`config.mk`:
```
export PLATFORM = sky130hd
export DESIGN_NAME = serv_wb_rr_arbiter
export DESIGN_NICKNAME = d
export VERILOG_FILES = /design/src/rtl/serv_wb_wdt.sv /design/src/rtl/serv_wb_rr_arbiter.sv
export SDC_FILE = /design/constraint.sdc
export NUM_CORES = 1
export LEC_CHECK = 0
export BUFFER_PORTS_ARGS = -buffer_cell sky130_fd_sc_hd__clkbuf_2
export CAP_MARGIN = 20
export CORE_AREA = 4 4 104 106
export DETAILED_ROUTE_END_ITERATION = 10
export DIE_AREA = 0 0 108 110
export HOLD_SLACK_MARGIN = 0.03
export PLACE_DENSITY = 0.55
export SYNTH_ARGS = -nofsm -noshare
export SYNTH_HDL_FRONTEND = slang
export SYNTH_SLANG_ARGS = --single-unit
export TNS_END_PERCENT = 1
```
`constraint.sdc`:
```
create_clock -name i_clk -period 2.35 [get_ports i_clk]
set_input_delay 0.5875 -clock i_clk [delete_from_list [all_inputs] [get_ports i_clk]]
set_output_delay 0.5875 -clock i_clk [all_outputs]
set_load 0.005 [all_outputs]
```
`src/rtl/serv_wb_wdt.sv`:
```
// serv_wb_wdt
// Watchdog counter for the Wishbone arbiter. It counts the cycles a granted
// transfer spends waiting for the slave, and flags expiry on the cycle where
// the count reaches TIMEOUT-1. TIMEOUT=0 disables expiry entirely.
//
// Ports:
//   i_clk     clock
//   i_rst     synchronous active-high reset
//   i_clr     clear the count (held while the arbiter is idle)
//   i_en      count this cycle (granted, owner requesting, no ack)
//   o_expire  high on the enabled cycle where the count equals TIMEOUT-1
module serv_wb_wdt #(
    parameter int TIMEOUT = 255,
    parameter int TW      = $clog2(TIMEOUT + 1)
) (
    input  logic i_clk,
    input  logic i_rst,
    input  logic i_clr,
    input  logic i_en,
    output logic o_expire
);

    // A disabled watchdog still needs a legal one-bit counter.
    localparam int CW = (TW < 1) ? 1 : TW;
    localparam logic [CW-1:0] LIMIT = (TIMEOUT > 0) ? CW'(TIMEOUT - 1) : '0;

    logic [CW-1:0] cnt_q;
    logic [CW-1:0] cnt_d;

    always_comb begin
        cnt_d = cnt_q;
        if (i_clr) begin
            cnt_d = '0;
        end else if (i_en) begin
            cnt_d = cnt_q + CW'(1);
        end
    end

    always_ff @(posedge i_clk) begin
        if (i_rst) begin
            cnt_q <= '0;
        end else begin
            cnt_q <= cnt_d;
        end
    end

    assign o_expire = (TIMEOUT > 0) && i_en && (cnt_q == LIMIT);

endmodule

```
`src/rtl/serv_wb_rr_arbiter.sv`:
```
// serv_wb_rr_arbiter
// Registered round-robin arbiter sharing one CPU Wishbone port between the
// SERV instruction bus (ibus) and data bus (dbus). A grant is issued one cycle
// after a request, held until the owner is acked (or aborts), and followed by
// one idle cycle. Ties go to the master that was not served last. A watchdog
// forces an ack to the owner if the slave stays silent for TIMEOUT cycles.
//
// Ports:
//   i_clk, i_rst                 clock, synchronous active-high reset
//   i_wb_cpu_ibus_*              ibus master request (adr, cyc)
//   o_wb_cpu_ibus_rdt/ack        ibus response
//   i_wb_cpu_dbus_*              dbus master request (adr, dat, sel, we, cyc)
//   o_wb_cpu_dbus_rdt/ack        dbus response
//   o_wb_cpu_*                   shared request to the slave side
//   i_wb_cpu_rdt/ack             slave response
//   o_ibus_active                high while ibus holds the grant
//   o_timeout                    one-cycle pulse when the watchdog fires
module serv_wb_rr_arbiter #(
    parameter int TIMEOUT = 255
) (
    input  logic        i_clk,
    input  logic        i_rst,
    input  logic [31:0] i_wb_cpu_ibus_adr,
    input  logic        i_wb_cpu_ibus_cyc,
    output logic [31:0] o_wb_cpu_ibus_rdt,
    output logic        o_wb_cpu_ibus_ack,
    input  logic [31:0] i_wb_cpu_dbus_adr,
    input  logic [31:0] i_wb_cpu_dbus_dat,
    input  logic [3:0]  i_wb_cpu_dbus_sel,
    input  logic        i_wb_cpu_dbus_we,
    input  logic        i_wb_cpu_dbus_cyc,
    output logic [31:0] o_wb_cpu_dbus_rdt,
    output logic        o_wb_cpu_dbus_ack,
    output logic [31:0] o_wb_cpu_adr,
    output logic [31:0] o_wb_cpu_dat,
    output logic [3:0]  o_wb_cpu_sel,
    output logic        o_wb_cpu_we,
    output logic        o_wb_cpu_cyc,
    input  logic [31:0] i_wb_cpu_rdt,
    input  logic        i_wb_cpu_ack,
    output logic        o_ibus_active,
    output logic        o_timeout
);

    localparam int TW = $clog2(TIMEOUT + 1);

    localparam logic [1:0] IDLE  = 2'd0;
    localparam logic [1:0] GNT_I = 2'd1;
    localparam logic [1:0] GNT_D = 2'd2;

    logic [1:0] state_q;
    logic [1:0] state_d;
    logic       last_q;   // 0: ibus served last, 1: dbus served last
    logic       last_d;

    logic owner_cyc;
    logic owner_is_d;
    logic wdt_clr;
    logic wdt_en;
    logic wdt_expire;
    logic ack_fire;

    always_comb begin
        owner_cyc  = 1'b0;
        owner_is_d = 1'b0;
        case (state_q)
            GNT_I: owner_cyc = i_wb_cpu_ibus_cyc;
            GNT_D: begin
                owner_cyc  = i_wb_cpu_dbus_cyc;
                owner_is_d = 1'b1;
            end
            default: ;
        endcase
    end

    // The watchdog only runs while the owner is actually waiting; expiry is
    // therefore never raised on a cycle that carries a real ack.
    assign wdt_clr = (state_q == IDLE);
    assign wdt_en  = (state_q != IDLE) && owner_cyc && !i_wb_cpu_ack;

    serv_wb_wdt #(
        .TIMEOUT (TIMEOUT),
        .TW      (TW)
    ) u_wdt (
        .i_clk    (i_clk),
        .i_rst    (i_rst),
        .i_clr    (wdt_clr),
        .i_en     (wdt_en),
        .o_expire (wdt_expire)
    );

    // owner_cyc is 0 in IDLE, so slave acks seen while idle go nowhere.
    assign ack_fire = owner_cyc && (i_wb_cpu_ack || wdt_expire);

    always_comb begin
        state_d = state_q;
        last_d  = last_q;
        case (state_q)
            IDLE: begin
                if (i_wb_cpu_ibus_cyc && (!i_wb_cpu_dbus_cyc || last_q)) begin
                    state_d = GNT_I;
                end else if (i_wb_cpu_dbus_cyc) begin
                    state_d = GNT_D;
                end
            end
            GNT_I, GNT_D: begin
                if (ack_fire) begin
                    state_d = IDLE;
                    last_d  = owner_is_d;
                end else if (!owner_cyc) begin
                    // Abort: the owner gave up, fairness history is kept.
                    state_d = IDLE;
                end
            end
            default: state_d = IDLE;
        endcase
    end

    always_ff @(posedge i_clk) begin
        if (i_rst) begin
            state_q <= IDLE;
            last_q  <= 1'b1;
        end else begin
            state_q <= state_d;
            last_q  <= last_d;
        end
    end

    assign o_wb_cpu_cyc = owner_cyc;
    assign o_wb_cpu_adr = owner_is_d ? i_wb_cpu_dbus_adr : i_wb_cpu_ibus_adr;
    assign o_wb_cpu_dat = i_wb_cpu_dbus_dat;
    assign o_wb_cpu_sel = i_wb_cpu_dbus_sel;
    assign o_wb_cpu_we  = owner_is_d && i_wb_cpu_dbus_we;

    assign o_wb_cpu_ibus_rdt = i_wb_cpu_rdt;
    assign o_wb_cpu_dbus_rdt = i_wb_cpu_rdt;
    assign o_wb_cpu_ibus_ack = (state_q == GNT_I) && ack_fire;
    assign o_wb_cpu_dbus_ack = (state_q == GNT_D) && ack_fire;

    assign o_ibus_active = (state_q == GNT_I);
    assign o_timeout     = owner_cyc && wdt_expire;

endmodule

```
* After elaboration in Yosys (flattened, before gate mapping)
Cells that the tools add are included.
Operators by class: $mul 0, magnitude comparators 0, shifts and indexed selects 0, div/mod/pow operators 0, multiplexer cells 8, reduce and logical (&&, ||, !) cells 19, eq/ne operators 5, $add $sub $neg 1, bitwise logic cells 0
Operators with widths (number):
- 2-to-1 mux 32 bit | 1
- logical AND 1 bit | 9
- adder 8 x 1 -> 8 bit (second input constant) | 1
- equality test 8 bit (second input constant) | 1
- 2-to-1 mux 2 bit | 4
- inequality test 3 bit (second input constant) | 2
- case mux 2 bit (2 select lines) | 1
- AND reduction 2 bit | 2
- OR reduction 2 bit | 2
- equality test 2 x 1 -> 1 bit (second input constant) | 1
- equality test 2 bit (second input constant) | 1
- zero test 1 bit | 2
- zero test 2 bit | 1
- logical OR 1 bit | 2
- case mux 1 bit (2 select lines) | 1
- nonzero test 2 bit | 1
- 2-to-1 mux 1 bit | 1
Word-level totals: memories kept 0, RAM bits 0, memory bits (read-only) 0, logic and storage cells 36, input port bits 138, output and inout port bits 138, bits in registers 11, latch bits 0

* Depth between registers and ports, before layout
Gate-level depths: netlist of run 1.
depth in word-level cells 9, gate-level depth with buffers 7, depth with buffers taken out 6

* Modules after synthesis
From an unflattened synthesis of run 1, not the netlist that was laid out.
Second synthesis, totals: cell total of the unflattened synthesis 206, area, all modules 1767.9 µm²
Modules (own cells, without submodules):
- serv_wb_rr_arbiter | cells an instance 164, area an instance 1390.1 µm², seq. area each 60.1 µm², times used 1
- serv_wb_wdt | cells an instance 42, area an instance 377.9 µm², seq. area each 160.2 µm², times used 1

* Least setup slack after synthesis of run 1
OpenSTA, ideal clock, no wires.
path type reg2out, start point register state_q[0], end point output o_wb_cpu_ibus_ack, cell stages (with the launch flop) 7, data required time 1.762 ns, arrival time 1.257 ns, buffers on the path 0, setup slack 0.506 ns, path through dfxtp_1 -> inv_1 -> ha_1 -> nand4b_4 -> nor3_4 -> o21ai_1 -> nor2_1
Between the ends: longest elaborated chain between the ends 8, elaborated cells between the ends (all ways) 10, classes of those cells eq/ne (2); mux (1); reduce/logical (7)
Ends and longest elaborated chain:
- start: declaration | line serv_wb_rr_arbiter.sv:51 | logic [1:0] state_q;
- start signal: assignment | line serv_wb_rr_arbiter.sv:124 | state_q <= state_d;
- equality test 2 bit / equality test 2 x 1 -> 1 bit (equally long branches) | line serv_wb_rr_arbiter.sv:66, serv_wb_rr_arbiter.sv:137
- case mux 1 bit (2 select lines) | line serv_wb_rr_arbiter.sv:66 | case (state_q)
- logical AND 1 bit (2 in series) | line serv_wb_rr_arbiter.sv:79 | assign wdt_en = (state_q != IDLE) && owner_cyc && !i_wb_cpu_ack;
- logical AND 1 bit | line serv_wb_wdt.sv:47 | assign o_expire = (TIMEOUT > 0) && i_en && (cnt_q == LIMIT);
- logical OR 1 bit | line serv_wb_rr_arbiter.sv:93 | assign ack_fire = owner_cyc && (i_wb_cpu_ack || wdt_expire);
- logical AND 1 bit | line serv_wb_rr_arbiter.sv:93
- logical AND 1 bit (*) | line serv_wb_rr_arbiter.sv:137 | assign o_wb_cpu_ibus_ack = (state_q == GNT_I) && ack_fire;
- end: declaration | line serv_wb_rr_arbiter.sv:26 | output logic o_wb_cpu_ibus_ack,
Mark *: on every way between the ends. The rest lies on a longest branch, timed or not.

* Final worst setup path of run 1
start point register state_q[0], end point output o_wb_cpu_adr[27]
Between the ends: longest elaborated chain between the ends 3
Ends and longest elaborated chain:
- equality test 2 bit | line serv_wb_rr_arbiter.sv:66
- 2-to-1 mux 1 bit | line serv_wb_rr_arbiter.sv:66
- named net owner_is_d | line serv_wb_rr_arbiter.sv:57 | logic owner_is_d;
- 2-to-1 mux 32 bit | line serv_wb_rr_arbiter.sv:130 | assign o_wb_cpu_adr = owner_is_d ? i_wb_cpu_dbus_adr : i_wb_cpu_ibus_adr;
- end: declaration | line serv_wb_rr_arbiter.sv:34 | output logic [31:0] o_wb_cpu_adr,
The timed path passes the listed nets, and every way through them passes these cells.

==> impl_summary.md, run 1 <==
Detailed routing
For this run, design rule violations remaining after detail routing come to 0. After the first detailed-routing iteration, the DRC count stood at 27. In the final routed layout, each cell accounts on average for 13.40 µm. Summed over all layers, the routed wires come to about 4.7 mm. The detailed router placed 1,296 vias in this run.

In the routed layout, each cell is associated on average with a via count of 3.724. The number of routed nets with antenna violations is 0. The detailed-routing iteration count for the pre-antenna-repair pass is 4.

Layout
The combined flip-flop and latch cell area is 220.2 µm². The layout has roughly 1,100 filler cells. Compared with the post-synthesis result, the final layout area differs by 0.06880%. The count of antenna diodes in the layout is 0. Of the cells placed in the final design, the portion with a size suffix greater than 1 is between 70 and 80%. The area taken by multi-input logic gates is 800.8 µm². In the final design database the tool counted 359 nets. The top cell types in the final layout, fill and taps aside, are sky130_fd_sc_hd__clkbuf_2, sky130_fd_sc_hd__mux2_2, sky130_fd_sc_hd__dfxtp_1, sky130_fd_sc_hd__nor2_1, sky130_fd_sc_hd__xnor2_1.

With fillers left out, the area of the finished cells amounts to 1817 µm². The filler-free cell count of the finished design is 348. Leaving out fill and tap cells, the most frequent cell in the layout is sky130_fd_sc_hd__clkbuf_2. Once layout is complete, the utilization of the core stands at between 10% and 20%.

STA
Setup repair after global routing could not meet its margin everywhere. The worst relative slew slack is between 70% and 80%. Timing would allow up to 446.0 MHz.

Of the available clock period, the critical path in the final layout requires 95.42%. On the final layout, the worst clock skew is 5.881 ps. The count of final max-slew check failures came to 0.

The number of failing setup endpoints in the final timing report is 0. Summed over all failing endpoints, the final setup total negative slack is 0 ps. The worst hold slack is 494.7 ps. At the pin with the least slew margin, the transition time is 340.2 ps.

The count of endpoints failing hold in the final timing report was 0. The time the final worst path needs with I/O delays and setup is 2242 ps. In the post-route analysis, the smallest setup slack over all paths is approximately 110 ps.

Global routing
The number of antenna violations at the first check in global routing was 0. Entering global routing, the biggest net connects 19 pins. The via count of the first global-routing pass was 1,324.

The first global-routing pass estimated 6.658 mm of wire. The overall overflow remaining after global route is 0. The global-route usage over all layers is under 10%.

Placed design
The final estimated routing congestion in global placement is 0.7316. The placed instances occupy a cell area of 1762 µm². The detailed placement HPWL is 4.049 mm. The worst slack after detailed placement is roughly 270 ps. In this run, placement finished with an instance count of ~340. The count of buffers added on input and output ports is 107.

Power and ir drop
Power spread over the standard cell area amounts to about 370 nW/µm². Of the total power, combinational logic draws 44.0%. Registers are responsible for 28.6% of the overall power. VDD sags by at most 0.2420 mV. In this run the static leakage power is between 0.8 and 0.9 nW. The total design power is 0.6765 mW. Summed over all nets, the switching power comes to 0.1960 mW.

The share of total power dissipated in the clock network is 27.4%. Internal power comes to 0.4805 mW. In this run switching power makes up 28.97% of total power.

Critical path
The kind of cell with the highest combined delay along the critical path is buffers and inverters. The critical path goes through inv_1 > ha_2 > buf_6 > mux2_2 > clkbuf_2. The combined buffer and inverter count along the critical path is 3. The endpoint required time on the critical path is 1760 ps. The critical path arrival is 1650 ps.

Of all nets on the critical path, the largest fanout is 18. On the worst path, the slowest cell contributes a delay of 400 ps. The setup check on the worst reg-to-reg path leaves a slack of 530 ps.

The slowest stage of the critical path belongs to the cell sky130_fd_sc_hd__mux2_2. The critical path is of the register to output pin type. The worst setup path is launched from a register.

The element type at the critical path end is an output pin.

Floorplanning
The top-level I/O count is around 280. The chip width is between 100 and 150 µm. The die is 110 µm tall. After floorplanning, the core was sized to cover 9774 µm².

The die covers 11,880 µm². The effective utilization at floorplan is 18.57%. The number of placement rows is 36.

Job
Across the run, the number of max-cap violations was 0.

Clock tree
Clock tree synthesis selected as its root buffer the cell sky130_fd_sc_hd__clkbuf_8. For this design, the sink count on the clock tree is 11. The clock-pin slew of the registers on the worst-case setup and hold paths is 50 ps. The longest clock path from root to sink contains 2 buffers.

The number of hold buffers added after CTS was 0. CTS built an H-tree with a depth of 1. TritonCTS created 3 clock buffers.

For the worst-skew pair, the clock arrives at the later sink with an insertion delay of approximately 230 ps. TritonCTS built the clock tree.

Logic synthesis
The share of the Yosys chip area taken by registers is around 12%. The number of nets in the synthesized netlist is 349. The combined area of all synthesized cells is between 1500 and 2000 µm². The Yosys warning count is 0. The count of mapped cells out of synthesis is 206. The number of distinct library cell variants in the gate-level netlist after synthesis is 34. The mean cell area of the mapped netlist is 8.813 µm². After synthesis the netlist holds a flip-flop and latch count of 11.

Outcome
The run finished with clean final reports.

Min path
The path class of the tightest hold or removal check is register to register.
==> cells in the mapped netlist <==
cell	instances	share of area [%]
sky130_fd_sc_hd__nor2_1	9	1.9
sky130_fd_sc_hd__nor3b_4	1	1.0
sky130_fd_sc_hd__buf_1	1	0.21
sky130_fd_sc_hd__nor4b_2	1	0.83
sky130_fd_sc_hd__nor3_1	3	0.83
sky130_fd_sc_hd__buf_4	100	41
sky130_fd_sc_hd__nand4b_1	1	0.48
sky130_fd_sc_hd__nor4_1	1	0.34
sky130_fd_sc_hd__o211a_1	1	0.55
sky130_fd_sc_hd__a211oi_1	1	0.41
sky130_fd_sc_hd__and2_1	2	0.69
sky130_fd_sc_hd__a22oi_4	1	1.2
sky130_fd_sc_hd__nor2b_2	1	0.48
sky130_fd_sc_hd__nand4b_4	1	1.3
sky130_fd_sc_hd__nand2_1	3	0.62
sky130_fd_sc_hd__o21ai_0	2	0.55
sky130_fd_sc_hd__nor3_4	1	0.90
sky130_fd_sc_hd__nand3b_1	2	0.83
sky130_fd_sc_hd__or2_2	1	0.34
sky130_fd_sc_hd__nor3b_1	2	0.83
sky130_fd_sc_hd__inv_1	5	1.0
sky130_fd_sc_hd__buf_2	3	0.83
sky130_fd_sc_hd__dfxtp_1	11	12
sky130_fd_sc_hd__mux2i_1	1	0.55
sky130_fd_sc_hd__xnor2_1	6	2.9
sky130_fd_sc_hd__o21ai_1	1	0.28
sky130_fd_sc_hd__mux2_4	1	0.83
sky130_fd_sc_hd__a21oi_2	1	0.48
sky130_fd_sc_hd__a21oi_1	1	0.28
sky130_fd_sc_hd__buf_6	1	0.62
sky130_fd_sc_hd__or3_1	2	0.69
sky130_fd_sc_hd__a211o_1	1	0.48
sky130_fd_sc_hd__ha_1	5	3.4
sky130_fd_sc_hd__mux2_2	32	20
==> logic make-up (layout without fill, tap and decap cells) <==
group	after synthesis	after routing	synth area share, %
mux	34	34	21.23
compound gates	9	9	4.204
buf+inv	110	119	44.04
fa+ha+maj	5	5	3.446
simple gates	31	31	12.06
xor+xnor	6	6	2.895
flops	11	11	12.13
==> path summary, 6_finish.rpt <==
path                            startpoint               end  cells after the start
worst max-delay path            state_q[0]  o_wb_cpu_adr[27]                      5
worst min-delay path                last_q            last_q                      1
worst min register to register      last_q            last_q                      1
worst max register to register  state_q[0]        state_q[0]                      7
==> sequential cells by signal (all words and copies together), names as in the netlist <==
| signal | cells |
|---|---|
| last_q | 1 |
| state_q | 2 |
| u_wdt.cnt_q | 8 |
==> worst register-to-register path: cells and delay by family (launching register included) <==
family,cells,cell delay (ps)
compound gates,2,510
buf+inv,2,240
mux,1,320
simple gates,1,70
flops,1,330
fa+ha+maj,1,240
==> layout make-up <==
type	count	area share [%]
tap	133	9.160
multi-input combinational	85	44.08
timing repair buffer	110	31.13
inverter	5	1.033
clock buffer	4	2.479
sequential	11	12.12
==> power by group through the flow <==
stage / Clock (mW) / Sequential (mW) / Combinational [mW]
floorplan: 0 / 0.197 / 0.290
global placement: 0 / 0.197 / 0.294
detailed placement: 0 / 0.198 / 0.298
CTS: 0.190 / 0.194 / 0.299
global route: 0.201 / 0.194 / 0.328
finish: 0.185 / 0.194 / 0.298
==> routing by layer <==
metal	up-vias	wire, µm	share of wire (%)	global-route usage [%]
met5	-	0	0	0
met4	0	133	2.9	2.705
met3	21	577	12	3.378
met2	110	2066	44	11.63
met1	565	1886	40	8.237
li1	600	-	-	-
==> what timing repair did <==
| item | 4_1_cts | 5_1_grt |
|---|---|---|
| setup endpoints to repair | 0 | 9 |
| endpoints found under the hold margin | 0 | 0 |
| gates resized for setup | 0 | 3 |
| setup buffers | 0 | 0 |
No activity file was read; power rests on OpenSTA's default activity.
==> inputs of run 2 (changes only) <==
--- a/config.mk
+++ b/config.mk
@@ -8,10 +8,12 @@
 export BUFFER_PORTS_ARGS = -buffer_cell sky130_fd_sc_hd__clkbuf_2
 export CAP_MARGIN = 20
 export CORE_AREA = 4 4 104 106
+export CTS_BUF_LIST = sky130_fd_sc_hd__clkbuf_4 sky130_fd_sc_hd__clkbuf_8
 export DETAILED_ROUTE_END_ITERATION = 10
 export DIE_AREA = 0 0 108 110
 export HOLD_SLACK_MARGIN = 0.03
 export PLACE_DENSITY = 0.55
+export SLEW_MARGIN = 20
 export SYNTH_ARGS = -nofsm -noshare
 export SYNTH_HDL_FRONTEND = slang
 export SYNTH_SLANG_ARGS = --single-unit
==> run 2 against run 1 <==
  * Global-route usage up 0.11 points
  * Non-clock buffer count unchanged
  * Largest power group unchanged
  * First-iteration DRC count up 19%
  * Final cell count unchanged
  * Maximum frequency about the same
==> impl_summary.md, run 2 (synthesis results as in run 1) <==
Clock tree
In this run the clock root is driven by a sky130_fd_sc_hd__clkbuf_8. TritonCTS built the clock tree. The clock net sink count is 11. Hold repair after CTS inserted 0 buffers. The number of buffers inserted to repair setup after CTS is 0. The worst-case clock buffer depth is 2.

In this run the number of H-tree levels came out at 1. The clock insertion delay at the later pin of the skew report is between 200 and 250 ps. Counting the buffers created by CTS gives 3.

The clock-pin slew of the registers on the worst-case setup and hold paths is 50 ps.

Layout
The post-layout utilization of the core is a little under a fifth. The proportion of layout cells with a drive suffix above 1 is 73.02%. Leaving out fill and tap cells, the most frequent cell in the layout is sky130_fd_sc_hd__clkbuf_2. The count of antenna diodes in the layout is 0. The number of filler cells placed in the layout is 1,124. For this run, the post-layout net count is 359. More flip-flops sit in one register than any other, and that register is u_wdt.cnt_q. The largest registers in the layout are u_wdt.cnt_q x8, state_q x2, last_q x1. The combined flip-flop and latch cell area is 220.2 µm².

Leaving out fill and tap cells, the most frequent cells in the layout are sky130_fd_sc_hd__clkbuf_2, sky130_fd_sc_hd__mux2_2, sky130_fd_sc_hd__dfxtp_1, sky130_fd_sc_hd__nor2_1, sky130_fd_sc_hd__xnor2_1. The register with the most flip-flops in the layout has 8 of them. The area taken by multi-input logic gates is approximately 800 µm². The filler-free cell count of the finished design is around 350. The finished cells cover ~1800 µm². The area growth from synthesis to layout is 0.2759%.

STA
In this run the tightest slew margin relative to its limit is about three quarters. The count of endpoints failing hold in the final timing report is 0. Setup repair after global routing could not meet its margin everywhere. The number of failing setup endpoints in the final timing report is 0. The count of final max-slew check failures came to 0. The transition at the pin with the smallest max-transition slack is 356.9 ps. Timing would allow up to 446.0 MHz. The worst hold slack is 495.2 ps.

The time the final worst path needs with I/O delays and setup is 2242 ps. After layout, the worst path uses 95.41% of the clock period. Across the routed clock network, the largest skew measured is 5.058 ps.

Floorplanning
In this run the horizontal extent of the chip is 108 µm. For this configuration, the core starts out at a cell density of 18.57%. During I/O placement, the number of pins put on the boundary was 276.

The placeable core area is 9774 µm². The floorplan step defined a die boundary enclosing 11,880 µm². The number of placement rows is 36. The die height is about 110 µm.

Placed design
The congestion estimate from routability-driven global placement came to 0.7316. The count of buffers added on input and output ports is 107. Once placement finished, the instance area stood at approximately 1800 µm². The detailed placement HPWL is 4.049 mm. After detailed placement, the design holds a cell count of 344.

Global routing
The first global-routing pass estimated 6.755 mm of wire. Summed over all layers, the global routing overflow is 0. The via count of the first global-routing pass is roughly 1,300.

The global-route usage over all layers is about 7.3%. The number of antenna violations at the first check in global routing was 0. The maximum number of pins on one net before global-route repair is 19.

Detailed routing
The vias per cell is 3.733. The detailed-routing iteration count for the pre-antenna-repair pass is 4. After detailed routing, the number of remaining DRC violations is 0.

For this block, the routed nets add up to 4.710 mm of wire. Once detail routing completed, the nets flagged for antenna violations numbered 0. The average wire per standard cell is between 10 and 15 µm. The final route contains around 1,300 vias. The DRC violation total after the first TritonRoute iteration is 32.

Critical path
The signal on the critical path passes through inv_1 > ha_2 > buf_6 > mux2_2 > clkbuf_2. In this run the critical register-to-register path is launched from state_q[0]. The type of the worst setup path is register to output pin. The critical path arrival is 1650 ps.

The worst reg2reg path depth is 7. The element type at the critical path end is an output pin. The worst setup path is launched from a register. On the worst path, the slowest cell contributes a delay of 400 ps. Of all nets on the critical path, the largest fanout is 18. For the worst setup path, the data required time is 1760 ps.

The endpoint identified for the worst register-to-register timing path is state_q[0]. The slack of the worst reg-to-reg path is 520 ps. On the critical path, the stage with the largest delay is an instance of sky130_fd_sc_hd__mux2_2.

Power and ir drop
After layout, the design draws a total of roughly 0.7 mW. In this run the power density over the cells is 378.5 nW/µm². The standby leakage power is slightly below 0.9 nW.

The worst vdd rail ir drop is 0.2368 mV.

Job
Across the run, the number of max-cap violations was 0.

Min path
The path with the worst hold slack has its endpoint at last_q. The kind of path behind the tightest hold check is register to register. The depth of the worst hold-timing path is 1. The hold path startpoint is last_q.

Outcome
The flow ran to the end, and the final reports show no timing, DRC or antenna violations.
[run 2: changes by cell type in the layout (fill, tap and decap cells not counted)]
cell / delta
sky130_fd_sc_hd__clkbuf_1: -1
sky130_fd_sc_hd__clkbuf_4: +1
[run 2: final cells by class]
type                            count  share of cell area (%)
Timing Repair Buffer              110                   31.07
Sequential cell                    11                   12.10
Tap cell                          133                   9.141
Clock buffer                        4                   2.680
Multi-Input combinational cell     85                   43.99
Inverter                            5                   1.031
[run 2: layer usage]
metal	routed length [µm]	vias up	track usage, %	share of wire (%)
li1	-	600	-	-
met1	1894	568	8.307	40
met2	2108	110	11.94	45
met5	0	-	0	0
met3	573	21	3.378	12
met4	133	0	2.705	2.8
[run 2: stage by stage]
| stage | setup slack [ps] | setup TNS, ps |
|---|---|---|
| 3_5_place_dp | 272.7 | 0 |
| 4_1_cts | 1.617 | 0 |
| 6_report | 107.8 | 0 |
| 3_3_place_gp | 284.0 | 0 |
| 5_1_grt | -16.63 | -16.63 |
| 2_1_floorplan | 505.5 | 0 |
[run 2: how the worst max path moves through the flow]
stage / to / startpoint
6_report: o_wb_cpu_adr[27] / state_q[0]
5_1_grt: o_wb_cpu_ibus_ack / state_q[1]
4_1_cts: o_wb_cpu_ibus_ack / state_q[0]
3_5_place_dp: o_wb_cpu_ibus_ack / state_q[0]
3_3_place_gp: o_wb_cpu_ibus_ack / state_q[0]
2_1_floorplan: o_wb_cpu_ibus_ack / state_q[0]
[run 2: critical path, delay by kind of cell (launching register included)]
kind,cells,cell delay (ps)
fa+ha+maj,1,270
flops,1,310
buf+inv,3,440
mux,1,400
[run 2: power by group]
part	leakage, nW	total (mW)	internal (mW)	switching (mW)
Combinational	0.772	0.298	0.170	0.128
Clock	0.0262	0.197	0.130	0.0669
Sequential	0.0890	0.194	0.191	0.00245
Total	0.887	0.689	0.492	0.197
[run 2: repair_timing]
| item | CTS | global route |
|---|---|---|
| hold endpoints to repair | 0 | 0 |
| endpoints found under the setup margin | 0 | 9 |
| gates resized for setup | 0 | 3 |
==> inputs of run 3 (changes only) <==
--- a/config.mk
+++ b/config.mk
@@ -12,7 +12,9 @@
 export DETAILED_ROUTE_END_ITERATION = 10
 export DIE_AREA = 0 0 108 110
 export HOLD_SLACK_MARGIN = 0.03
+export MAX_ROUTING_LAYER = met4
 export PLACE_DENSITY = 0.55
+export SKIP_LAST_GASP = 1
 export SLEW_MARGIN = 20
 export SYNTH_ARGS = -nofsm -noshare
 export SYNTH_HDL_FRONTEND = slang
==> run 3 against run 2 <==
  * First-iteration DRC count down 31%
  * Wire length about the same
  * Via count about the same
  * Clock-buffer cell count unchanged
  * Clock power about the same
  * Final cell count unchanged
  * Worst hold slack worse by 0.58 ps
  * Setup slack worse by 24 ps
  * Die area unchanged
  * Critical path type unchanged
  * Largest cell class unchanged
  * Highest routed layer unchanged
==> impl_summary.md, run 3 (synthesis results as in run 1) <==
Layout
The most frequent standard cell in the layout excluding fill and tap cells is sky130_fd_sc_hd__clkbuf_2. In the layout the commonest cells are sky130_fd_sc_hd__clkbuf_2, sky130_fd_sc_hd__mux2_2, sky130_fd_sc_hd__dfxtp_1, sky130_fd_sc_hd__nor2_1, sky130_fd_sc_hd__xnor2_1. In the final layout, the share of cells above drive strength 1 is between 70 and 80%. The net count of the finished layout is between 300 and 400. The largest registers in the layout are u_wdt.cnt_q x8, state_q x2, last_q x1. Compared with the post-synthesis result, the final layout area differs by 0.06880%. The final instance area is 1817 µm². The count of antenna diodes in the layout is 0. The post-layout utilization of the core is 18.59%.

The flip-flop count of the largest register after layout is 8. The register with the most flip-flops in the final layout is u_wdt.cnt_q.

STA
The post-layout worst setup margin is 84.07 ps. Setup repair after global routing could not meet its margin everywhere. The transition at the pin with the smallest max-transition slack is 354.6 ps. The clock tree skew after final layout is roughly 5.3 ps.

The number of failing setup endpoints in the final timing report is 0. Of the available clock period, the critical path in the final layout requires 96.42%. The count of endpoints failing hold in the final timing report is 0.

The worst path needs approximately 2300 ps of the cycle, external delays included. Hold timing on the final database bottoms out at a slack of 494.6 ps. Measured against its own limit, the worst slew margin works out to roughly 76%. Based on the critical path, the design can be clocked at up to 441.3 MHz.

The count of final max-slew check failures is 0.

Global routing
For met1 alone, demand over resource in global routing was 8.342%. Global routing used 3.378% of the available met3 tracks. In this run the most used layer during global routing was met2. The via count of the first global-routing pass was around 1,300. Global routing used 11.94% of the available met2 tracks. The number of antenna violations at the first check in global routing is 0. Entering global routing, the biggest net connects 19 pins. The overall overflow remaining after global route is 0. Across every metal layer, demand over resource in global routing totals roughly 7.5%.

The first-pass GRT wire length is between 6 and 7 mm.

Clock tree
After clock tree synthesis, the clock-pin slew on the worst setup and hold paths is 50 ps. The deepest level of the CTS H-tree is 1. The clock insertion delay at the later pin of the skew report is 230 ps. The cell at the root of the clock tree is sky130_fd_sc_hd__clkbuf_8. TritonCTS created 3 clock buffers.

The clock net in this run drives a total of 11 sinks. The number of hold buffers added after CTS was 0. The longest clock path from root to sink contains 2 buffers.

The TritonCTS clock tree is built.

Floorplanning
After floorplanning, the core was divided into 36 placement rows. The top-level I/O count is about 280. From left edge to right edge, the die measures around 110 µm. The die area is 11,880 µm². The initial utilization of the core area, before any placement, comes to about 19%. The die height is 110 µm.

The placeable core area is 9774 µm².

Critical path
The worst setup path is launched from a register. The signal on the critical path passes through inv_1 > ha_2 > buf_4 > mux2_2 > clkbuf_2. The critical path depth is 5. Grouping stages by cell kind, the critical path spends the most delay in buffers and inverters. Along the worst path, the maximum fanout reaches 16.

The highest-delay cell along the critical path is sky130_fd_sc_hd__mux2_2. At the worst endpoint, the required time is around 1800 ps. The number of cells on the worst reg-to-reg path is 7. Together, buffers and inverters on the worst path number 3.

The critical path arrival is 1680 ps. The largest stage delay on the critical path is approximately 380 ps. The element type at the critical path end is an output pin.

The type of the worst setup path is register to output pin.

Detailed routing
Before antenna repair, the detailed router went through 4 iterations. In the routed design, unresolved DRC markers number 0. The DRC violation total after the first TritonRoute iteration is 22. The average wire per standard cell is 13.54 µm. In the routed layout, each cell is associated on average with a via count of 3.730. The number of routed nets with antenna violations is 0. The count of vias placed by the detailed router is 1,298.

The final layout contains routed wiring with a total length of 4.713 mm.

Placed design
Summing all placed instances gives a cell area of 1762 µm². At the end of routability-driven placement, the weighted congestion stood at 0.7406. The number of input and output port buffers inserted is 107. The worst slack after detailed placement is 272.7 ps. The detailed placement HPWL is ~4.0 mm.

Power and ir drop
The internal portion of total power is 0.4909 mW. VDD sags by at most 0.2371 mV. The part of the total power dissipated in combinational logic is 43.2%.

Sequential cells account for 28.1% of the total power. After layout, the design draws a total of 0.6884 mW. Of the total power, the share spent switching nets is roughly 29%.

Summed over all cells, the static leakage comes to 0.8863 nW. The power density normalized to cell area is 378.9 nW/µm². The reported net switching power is 0.1975 mW.

The relative contribution of the clock network to total power is 28.7%.

Min path
The kind of path behind the tightest hold check is register to register. The depth of the worst hold-timing path is 1.

Outcome
The run finished with clean final reports.

Job
The number of violations of the max-capacitance limit is 0.
-- run 3: cell counts in the layout (fill, tap and decap cells not counted) --
No cell type changed its count.
-- run 3: worst register-to-register path, delay by kind of cell, from the launching register on --
| family | cells | cell delay [ps] |
|---|---|---|
| AOI/OAI and AO/OA | 2 | 510 |
| adders and majority gates | 1 | 240 |
| buffers and inverters | 2 | 240 |
| DFF | 1 | 330 |
| muxes | 1 | 320 |
| and+or+nand+nor | 1 | 70 |
-- run 3: final timing paths --
kind,slack (ps),end,start
max,80,o_wb_cpu_adr[19],state_q[0]
min reg2reg,490,last_q,last_q
min,490,last_q,last_q
max reg2reg,530,state_q[0],state_q[1]
-- run 3: per-stage QoR --
step                      instances  setup TNS [ps]
after detailed placement        344               0
after global routing            348          -91.43
after CTS                       348               0
after floorplan                 206               0
after global placement          344               0
final                           348               0
-- run 3: area by class of cell --
class	count	area (µm²)
Tap cell	133	166.4
Timing Repair Buffer	110	561.8
Multi-Input combinational cell	85	800.8
Clock buffer	4	48.80
Sequential cell	11	220.2
Inverter	5	18.77
Fill cell	1126	7958
-- run 3: power groups by stage --
stage | clock (mW) | sequential, mW | combinational, mW
2_1_floorplan | 0 | 0.197 | 0.290
3_3_place_gp | 0 | 0.197 | 0.294
3_5_place_dp | 0 | 0.198 | 0.298
4_1_cts | 0.202 | 0.194 | 0.300
5_1_grt | 0.212 | 0.194 | 0.327
6_report | 0.197 | 0.194 | 0.297
-- run 3: routing by layer --
metal / routed length (µm) / share of wire [%]
met1: 1937 / 41
met2: 2103 / 45
met3: 543 / 12
met4: 129 / 2.7
met5: 0 / 0
-- run 3: what timing repair did --
action | CTS | global route
buffers inserted | 0 | 0
endpoints found under the hold margin | 0 | 0
gates resized for setup | 0 | 2
setup endpoints to repair | 0 | 9
